$ cat config.mk
export PLATFORM = sky130hd
export DESIGN_NAME = chunked_serial_adder
export DESIGN_NICKNAME = d
export VERILOG_FILES = /design/src/rtl/chunked_serial_adder_pkg.sv /design/src/rtl/chunked_serial_adder_fa_chunk.sv /design/src/rtl/chunked_serial_adder.sv
export SDC_FILE = /design/constraint.sdc
export NUM_CORES = 1
export LEC_CHECK = 0
export CAP_MARGIN = 20
export CORE_ASPECT_RATIO = 1.25
export CORE_UTILIZATION = 53
export CTS_BUF_LIST = sky130_fd_sc_hd__clkbuf_4 sky130_fd_sc_hd__clkbuf_8
export CTS_CLUSTER_SIZE = 20
export DETAILED_ROUTE_END_ITERATION = 6
export PLACE_DENSITY = 0.83
export SLEW_MARGIN = 20
export SYNTH_ARGS = -nofsm -noshare
export SYNTH_HDL_FRONTEND = slang
export SYNTH_SLANG_ARGS = --single-unit
export TNS_END_PERCENT = 5
$ cat constraint.sdc
create_clock -name clk -period 5.55 [get_ports clk]
set_input_delay 0.8325 -clock clk [delete_from_list [all_inputs] [get_ports clk]]
set_output_delay 0.8325 -clock clk [all_outputs]
set_load 0.01 [all_outputs]
$ cat src/rtl/chunked_serial_adder_pkg.sv
// Shared definitions for the chunk-serial datapath family.
// FSM encoding and chunk-count derivations.
package chunked_serial_adder_pkg;

  typedef enum logic [1:0] {
    IDLE = 2'd0,
    RUN  = 2'd1,
    DONE = 2'd2
  } state_t;

  function automatic int nchunk_of(
    input int width,
    input int chunk
  );
    return width / chunk;
  endfunction

  // Counter width never drops below one bit, even for a single chunk.
  function automatic int cw_of(input int n);
    return (n > 1) ? $clog2(n) : 1;
  endfunction

endpackage

$ cat src/rtl/chunked_serial_adder_fa_chunk.sv
// Combinational CHUNK-bit ripple of full-adder cells.
// One instance is time-shared across all chunks of an operand.
module fa_chunk #(
  parameter int CHUNK = 8
) (
  input  logic [CHUNK-1:0] a,
  input  logic [CHUNK-1:0] b,
  input  logic             cin,
  output logic [CHUNK-1:0] sum,
  output logic             carry
);

  always_comb begin
    logic c;
    c     = cin;
    sum   = '0;
    for (int i = 0; i < CHUNK; i++) begin
      sum[i] = a[i] ^ b[i] ^ c;
      c      = (a[i] & b[i]) | (c & (a[i] ^ b[i]));
    end
    carry = c;
  end

endmodule

$ cat src/rtl/chunked_serial_adder.sv
// Multi-cycle adder/subtractor: one CHUNK-bit slice per clock,
// LSB chunk first, carry held in a register between cycles.
module chunked_serial_adder
  import chunked_serial_adder_pkg::*;
#(
  parameter int WIDTH = 32,
  parameter int CHUNK = 8
) (
  input  logic             clk,
  input  logic             rst_n,
  input  logic             in_valid,
  output logic             in_ready,
  input  logic [WIDTH-1:0] a,
  input  logic [WIDTH-1:0] b,
  input  logic             cin,
  input  logic             sub,
  output logic             out_valid,
  input  logic             out_ready,
  output logic [WIDTH-1:0] sum,
  output logic             cout,
  output logic             overflow
);

  localparam int NCHUNK = nchunk_of(WIDTH, CHUNK);
  localparam int CW     = cw_of(NCHUNK);
  localparam logic [CW-1:0] LAST = CW'(NCHUNK - 1);

  state_t           state;
  state_t           state_nx;
  logic [CW-1:0]    cnt;
  logic             carry;
  logic [WIDTH-1:0] op_a;
  logic [WIDTH-1:0] op_b;
  logic [WIDTH-1:0] res;
  logic             cout_r;
  logic             ovf_r;

  logic             accept;
  logic             step;
  logic             last;
  int               base;
  logic [CHUNK-1:0] ca;
  logic [CHUNK-1:0] cb;
  logic [CHUNK-1:0] cs;
  logic             cc;

  assign last   = (cnt == LAST);
  assign base   = int'(cnt) * CHUNK;
  assign ca     = op_a[base +: CHUNK];
  assign cb     = op_b[base +: CHUNK];
  assign accept = in_valid & in_ready;

  fa_chunk #(
    .CHUNK(CHUNK)
  ) u_fa (
    .a    (ca),
    .b    (cb),
    .cin  (carry),
    .sum  (cs),
    .carry(cc)
  );

  always_ff @(posedge clk or negedge rst_n) begin
    if (!rst_n) state <= IDLE;
    else        state <= state_nx;
  end

  always_comb begin
    state_nx = state;
    unique case (state)
      IDLE: if (in_valid) state_nx = RUN;
      RUN:  if (last) state_nx = DONE;
      DONE: begin
        if (out_ready)
          state_nx = in_valid ? RUN : IDLE;
      end
      default: state_nx = IDLE;
    endcase
  end

  always_comb begin
    in_ready  = 1'b0;
    out_valid = 1'b0;
    step      = 1'b0;
    unique case (1'b1)
      (state == IDLE): in_ready = 1'b1;
      (state == RUN):  step = 1'b1;
      (state == DONE): begin
        out_valid = 1'b1;
        in_ready  = out_ready;
      end
      default: ;
    endcase
  end

  // Subtraction folds into addition: invert b here, +1 via carry.
  always_ff @(posedge clk or negedge rst_n) begin
    if (!rst_n) begin
      op_a   <= '0;
      op_b   <= '0;
      res    <= '0;
      carry  <= 1'b0;
      cnt    <= '0;
      cout_r <= 1'b0;
      ovf_r  <= 1'b0;
    end else if (accept) begin
      op_a  <= a;
      op_b  <= b ^ {WIDTH{sub}};
      carry <= sub | cin;
      cnt   <= '0;
    end else if (step) begin
      res[base +: CHUNK] <= cs;
      carry <= cc;
      cnt   <= cnt + CW'(1);
      if (last) begin
        cout_r <= cc;
        ovf_r  <= (op_a[WIDTH-1] == op_b[WIDTH-1])
                  && (cs[CHUNK-1] != op_a[WIDTH-1]);
      end
    end
  end

  assign sum      = res;
  assign cout     = cout_r;
  assign overflow = ovf_r;

endmodule

==> flow_summary_export.csv, run 1 <==
group,metric,value,unit
power_and_ir_drop,vdd_drop_max,0.000287,V
run_status,status,"complete, no violations",
critical_path,crit_type,"reg2reg",
logic_synthesis,synth.avg_cell_area,15.2,sq um
critical_path,worstPathRequired,5.80,ns
cts,clk_latency,0.37,ns
die,die_w,89.2,um
timing,maxSlewHeadroom,35.0,%
power_and_ir_drop,power_density,616,mW/mm^2
power_and_ir_drop,p_total,0.00389,W
logic_synthesis,synth_cells,331,
critical_path,critPathCaptureType,"register",
cts,cts-resized-gates,0,
die,start_util,55.0,%
timing,setup_viol_count_final,0,
drt,route.detailed.drc,0,
critical_path,cp_common_cell,"fa_1",
placed_design,dp_hpwl,7920,um
timing,clock_skew,0.00942,ns
drt,viasPerCell,5.50,
global_route,grtUsageTotal,23.5,%
cts,cts.sinks,103,
die,io_pins,106,
drt,final_antenna_net_count,0,
placed_design,portBuffers,105,
critical_path,crit_fanout,13,
cts,htreeDepth,3,
global_route,overflow,0,
logic_synthesis,ys_types,37,
timing,drv_slew,0,
cts,root_buffer,"clkbuf_8",
timing,worst_pin_slew,0.975,ns
critical_path,critPathLaunch,"cnt[1]",
critical_path,r2r-start,"cnt[1]",
cts,tritoncts,"done",
critical_path,arrival,4.96,ns
critical_path,crit_path_start_kind,"register",
timing,max_freq,213,MHz
timing,finalCriticalPeriod,4.70,ns
cts,hold_buffers,0,
die,coreArea,0.00917,sq mm
hold_path,hp-class,"in2async",
flow_run,maxCapViolCount,0,
global_route,grt_pass1_vias,3216,
cts,clockBufferDepth,2,
placed_design,place.gp.congestion,0.824,
die,fp-row-count,39,
global_route,grt_pass1_wl,16900,um
final_layout,nets,516,
drt,wirelength,10400,um
global_route,antenna_found_initial,0,
timing,tns,0,ns
critical_path,worstPathCellList,"mux4_2 -> fa_1 -> fa_1 -> fa_1 -> inv_1 -> fa_1 -> inv_1 -> fa_1 -> inv_1 -> fa_1 -> inv_1 -> fa_1 -> fa_1 -> o22ai_1 -> mux2_2",
timing,rsz0062_at_grt,"false",
logic_synthesis,syn_nets,415,
logic_synthesis,synth_top_area_share,51.1,%
timing,final_hold_viol_count,0,
logic_synthesis,syn_area,0.00504,sq mm
final_layout,area_growth,25.3,%
final_layout,layout-drive-gt1-share,25.9,%
drt,drtPass1Iterations,4,
critical_path,slowest_delay,0.68,ns
logic_synthesis,yosysTopAreaCell,"dfrtp_1",
logic_synthesis,ys_ff_latch,103,
timing,post-route-period-util,84.7,%
cts,cts.clk_slew.worst_paths,0.09,ns
power_and_ir_drop,p_leak,2.74,nW
drt,wire_per_inst,18.5,um
cts,numCtsBuffers,9,
die,die_area,0.00991,sq mm
global_route,grt_max_degree,68,
final_layout,final_cell_mix,"103 x dfrtp_1, 103 x clkdlybuf4s50_1, 39 x mux2_2",
die,die_h,111,um
drt,vias,3078,
timing,whs,0.451,ns
logic_synthesis,seq_area_frac_synth,51.1,%
logic_synthesis,ys_top_cells_by_area,"dfrtp_1 51%, mux2_2 8.7%, mux2_4 8.6%",
final_layout,n_antenna_cell,0,
logic_synthesis,ys_warn_count,0,
critical_path,slowest_stage,"dfrtp_1",
drt,initialDrtViolationCount,138,
cts,post_cts_buffers,0,
-- registers in the layout, summed over array words and instances, names as in the netlist --
name and count:
carry 1, op_b 32, overflow 1, sum 32
cout 1, op_a 32, state 2, cnt 2
-- cell usage after synthesis (all sizes together) --
library cell / n
nand2b: 1
nand3: 1
ha: 6
and4: 2
nor2: 4
nand4: 2
buf: 17
fa: 8
nor3b: 1
clkbuf: 3
a22o: 24
o22ai: 1
and4b: 1
nand2: 7
dfrtp: 103
o2bb2ai: 8
inv: 12
mux2i: 1
nor2b: 4
and2b: 1
a21oi: 1
mux2: 68
or2: 1
or2b: 1
and3: 1
mux4: 16
xor2: 32
xnor2: 1
o21ai: 2
nand4b: 1
-- cells by family (layout without fill, tap and decap cells) --
group | after synthesis | after routing | synth area share [%]
flops | 103 | 103 | 51.1
mux | 85 | 85 | 24.7
compound gates | 36 | 36 | 5.98
xor+xnor | 33 | 33 | 5.73
buf+inv | 32 | 138 | 4.19
simple gates | 28 | 28 | 3.60
fa+ha+maj | 14 | 14 | 4.67
-- area by class of cell --
cell class | instances | area [sq um]
Clock buffer | 12 | 153
Clock inverter | 4 | 55.1
Fill cell | 661 | 2860
Inverter | 12 | 45.0
Multi-Input combinational cell | 196 | 2250
Sequential cell | 103 | 2580
Tap cell | 123 | 154
Timing Repair Buffer | 110 | 1080
-- where the power goes --
group / internal [W] / switching [W] / leakage [nW]
sequential: 0.00110 / 0.000233 / 1.28
combinational: 0.00112 / 0.000961 / 1.36
clock: 0.000233 / 0.000244 / 0.104
total: 0.00245 / 0.00144 / 2.74
-- worst max-delay path: cells and delay by family, from the launching register on --
family	cells	cell delay, ns
multiplexers	2	0.67
flip-flops	1	0.68
adder cells (fa/ha/maj)	8	2.84
buffers and inverters	4	0.25
AO/OA/AOI/OAI	1	0.13
-- final timing paths --
path,depth (start not counted),slack [ns],end
max in group asynchronous,2,3.99,op_a[28]
min in group clk,1,0.50,sum[11]
min reg2reg,1,0.50,sum[11]
max,15,0.85,overflow
min,1,0.45,op_b[7]
max reg2reg,15,0.85,overflow
-- per-stage QoR --
stage	instances	util (%)	instance area, sq um	worst slack [ns]
4_1_cts	560	68.9	6320	0.836
3_5_place_dp	544	66.6	6110	0.843
6_report	560	68.9	6320	0.847
5_1_grt	560	68.9	6320	0.624
2_1_floorplan	331	-	5040	0.920
3_3_place_gp	544	66.6	6110	0.987
-- routing by layer --
layer | wire length (um) | up-vias | track usage (%)
met5 | 0 | - | 0
met4 | 325 | 0 | 11.2
met3 | 438 | 22 | 4.62
met2 | 5480 | 114 | 38.2
met1 | 4130 | 1555 | 29.7
li1 | - | 1387 | -
Note: power is estimated with default switching activity, not from simulation.
==> run 2, diff against run 1 <==
--- a/config.mk
+++ b/config.mk
@@ -7,11 +7,11 @@
 export LEC_CHECK = 0
 export CAP_MARGIN = 20
 export CORE_ASPECT_RATIO = 1.25
-export CORE_UTILIZATION = 53
+export CORE_UTILIZATION = 48
 export CTS_BUF_LIST = sky130_fd_sc_hd__clkbuf_4 sky130_fd_sc_hd__clkbuf_8
 export CTS_CLUSTER_SIZE = 20
 export DETAILED_ROUTE_END_ITERATION = 6
-export PLACE_DENSITY = 0.83
+export PLACE_DENSITY = 0.79
 export SLEW_MARGIN = 20
 export SYNTH_ARGS = -nofsm -noshare
 export SYNTH_HDL_FRONTEND = slang
==> constraint.sdc (replaced) <==
create_clock -name clk -period 4 [get_ports clk]
set_input_delay 0.6 -clock clk [delete_from_list [all_inputs] [get_ports clk]]
set_output_delay 0.6 -clock clk [all_outputs]
set_load 0.01 [all_outputs]
==> run 2 against run 1 <==
Sequential power grew 37%. Setup slack lost 1.1 ns. Clock-buffer cell count is the same. Total power grew 41%. The flow now finishes with violations (setup timing). Register-to-register slack lost 1.1 ns. Sequential cell count unchanged. Via count fell by 0.78%. Worst hold slack got worse by 0.094 ns. Maximum frequency increased by 11%.
==> flow_summary_export.csv, run 2 (synthesized netlist as in run 1, its figures left out) <==
group,metric,value,unit
run_status,status,"finished with violations",
run_status,violations,"setup timing",
timing,final_hold_viol_count,0,
global_route,grtUsageTotal,20.6,%
cts,clockBufferDepth,2,
drt,route.detailed.drc,0,
timing,post-route-period-util,106,%
global_route,overflow,0,
die,die_area,0.0109,sq mm
critical_path,crit_fanout,4,
die,io_pins,106,
die,start_util,49.6,%
critical_path,slowest_delay,0.55,ns
critical_path,slowest_stage,"fa_2",
cts,post_cts_buffers,0,
hold_path,hp-class,"in2async",
global_route,grt_pass1_vias,3240,
critical_path,worstPathRequired,4.24,ns
cts,cts.clk_slew.worst_paths,0.09,ns
final_layout,area_growth,26.2,%
drt,wirelength,10200,um
critical_path,cp_common_cell,"fa_2",
global_route,grt_pass1_wl,16700,um
final_layout,nets,522,
final_layout,final_cells,571,
cts,cts.sinks,103,
critical_path,crit_type,"reg2reg",
placed_design,portBuffers,105,
critical_path,worstPathCellList,"mux4_2 -> fa_2 -> fa_2 -> fa_2 -> inv_2 -> fa_1 -> inv_1 -> fa_1 -> inv_1 -> fa_1 -> inv_1 -> fa_2 -> fa_2 -> o22ai_1 -> mux2_2",
drt,viasPerCell,5.35,
final_layout,n_antenna_cell,0,
power_and_ir_drop,power_density,864,mW/mm^2
cts,numCtsBuffers,9,
timing,max_freq,236,MHz
placed_design,dpl.cell_count,556,
final_layout,layout-drive-gt1-share,28.3,%
timing,rsz0062_at_grt,"true",
timing,drv_slew,0,
final_layout,layout_commonest_cell,"clkdlybuf4s50_1",
cts,htreeDepth,3,
power_and_ir_drop,p_leak,2.75,nW
cts,tritoncts,"done",
timing,tns,-0.939,ns
timing,worst_pin_slew,0.864,ns
drt,drtPass1Iterations,4,
cts,root_buffer,"clkbuf_8",
drt,final_antenna_net_count,0,
timing,clock_skew,0.00946,ns
cts,clk_latency,0.35,ns
timing,maxSlewHeadroom,42.4,%
power_and_ir_drop,vdd_drop_max,0.000454,V
final_layout,final_cell_mix,"103 x clkdlybuf4s50_1, 102 x dfrtp_1, 39 x mux2_2",
critical_path,critPathCaptureType,"register",
timing,setup_viol_count_final,6,
timing,finalWorstSetupSlack,-0.242,ns
timing,finalCriticalPeriod,4.24,ns
die,die_h,117,um
global_route,antenna_found_initial,0,
die,coreArea,0.0102,sq mm
critical_path,crit_path_start_kind,"register",
flow_run,maxCapViolCount,0,
drt,vias,3054,
critical_path,arrival,4.49,ns
placed_design,place.gp.congestion,0.810,
drt,wire_per_inst,17.9,um
die,fp-row-count,41,
die,die_w,93.7,um
drt,initialDrtViolationCount,123,
cts,hold_buffers,0,
global_route,grt_max_degree,71,
placed_design,dp_hpwl,7770,um
==> run 2: final timing paths <==
check | slack [ns] | to | startpoint | cells after the start
max | -0.24 | overflow | cnt[0] | 15
min reg2reg | 0.50 | sum[27] | sum[27] | 1
max in group asynchronous | 2.68 | cnt[1] | rst_n | 2
min in group clk | 0.50 | sum[27] | sum[27] | 1
min | 0.36 | sum[18] | rst_n | 1
max reg2reg | -0.24 | overflow | cnt[0] | 15
==> run 2: routing by layer <==
metal / GRT usage [%] / share of wire (%) / vias to the layer above
met1: 26.2 / 42 / 1539
met3: 3.26 / 4.1 / 16
met2: 35.5 / 51 / 105
met5: 0 / 0 / -
li1: - / - / 1394
met4: 8.00 / 2.3 / 0
==> run 2: repair_timing <==
item / 4_1_cts / 5_1_grt
cloned: 0 / 0
pin swaps: 2 / 0
gates resized for setup: 2 / 0
endpoints found under the setup margin: 7 / 7
==> run 2: power breakdown <==
group | internal (W) | switching (W)
Clock | 0.000254 | 0.000334
Sequential | 0.00153 | 0.000304
Combinational | 0.00167 | 0.00140
==> run 2: cell type report <==
type	count	area, sq um
fill	791	3800
clock buffer	12	153
clock inverter	3	20.0
multi-input combinational	196	2260
inverter	12	45.0
tap	129	161
timing repair buffer	116	1140
sequential	103	2580
==> run 2: critical path: cells and delay by family, from the launching register on <==
family          cells  cell delay [ns]
fa+ha+maj           8             2.60
mux                 2             0.79
flops               1             0.41
buf+inv             4             0.23
compound gates      1             0.09
==> run 2: metrics by stage <==
step | area, sq um | utilization, % | total power, W | worst slack [ns] | hold WS (ns)
2_1_floorplan | 5060 | - | 0.00388 | -0.416 | 0.304
3_3_place_gp | 6190 | 60.9 | 0.00480 | -0.273 | 0.473
3_5_place_dp | 6190 | 60.9 | 0.00492 | -0.320 | 0.476
4_1_cts | 6360 | 62.6 | 0.00552 | -0.256 | 0.373
5_1_grt | 6360 | 62.6 | 0.00588 | -0.375 | 0.405
6_report | 6360 | 62.6 | 0.00550 | -0.242 | 0.357
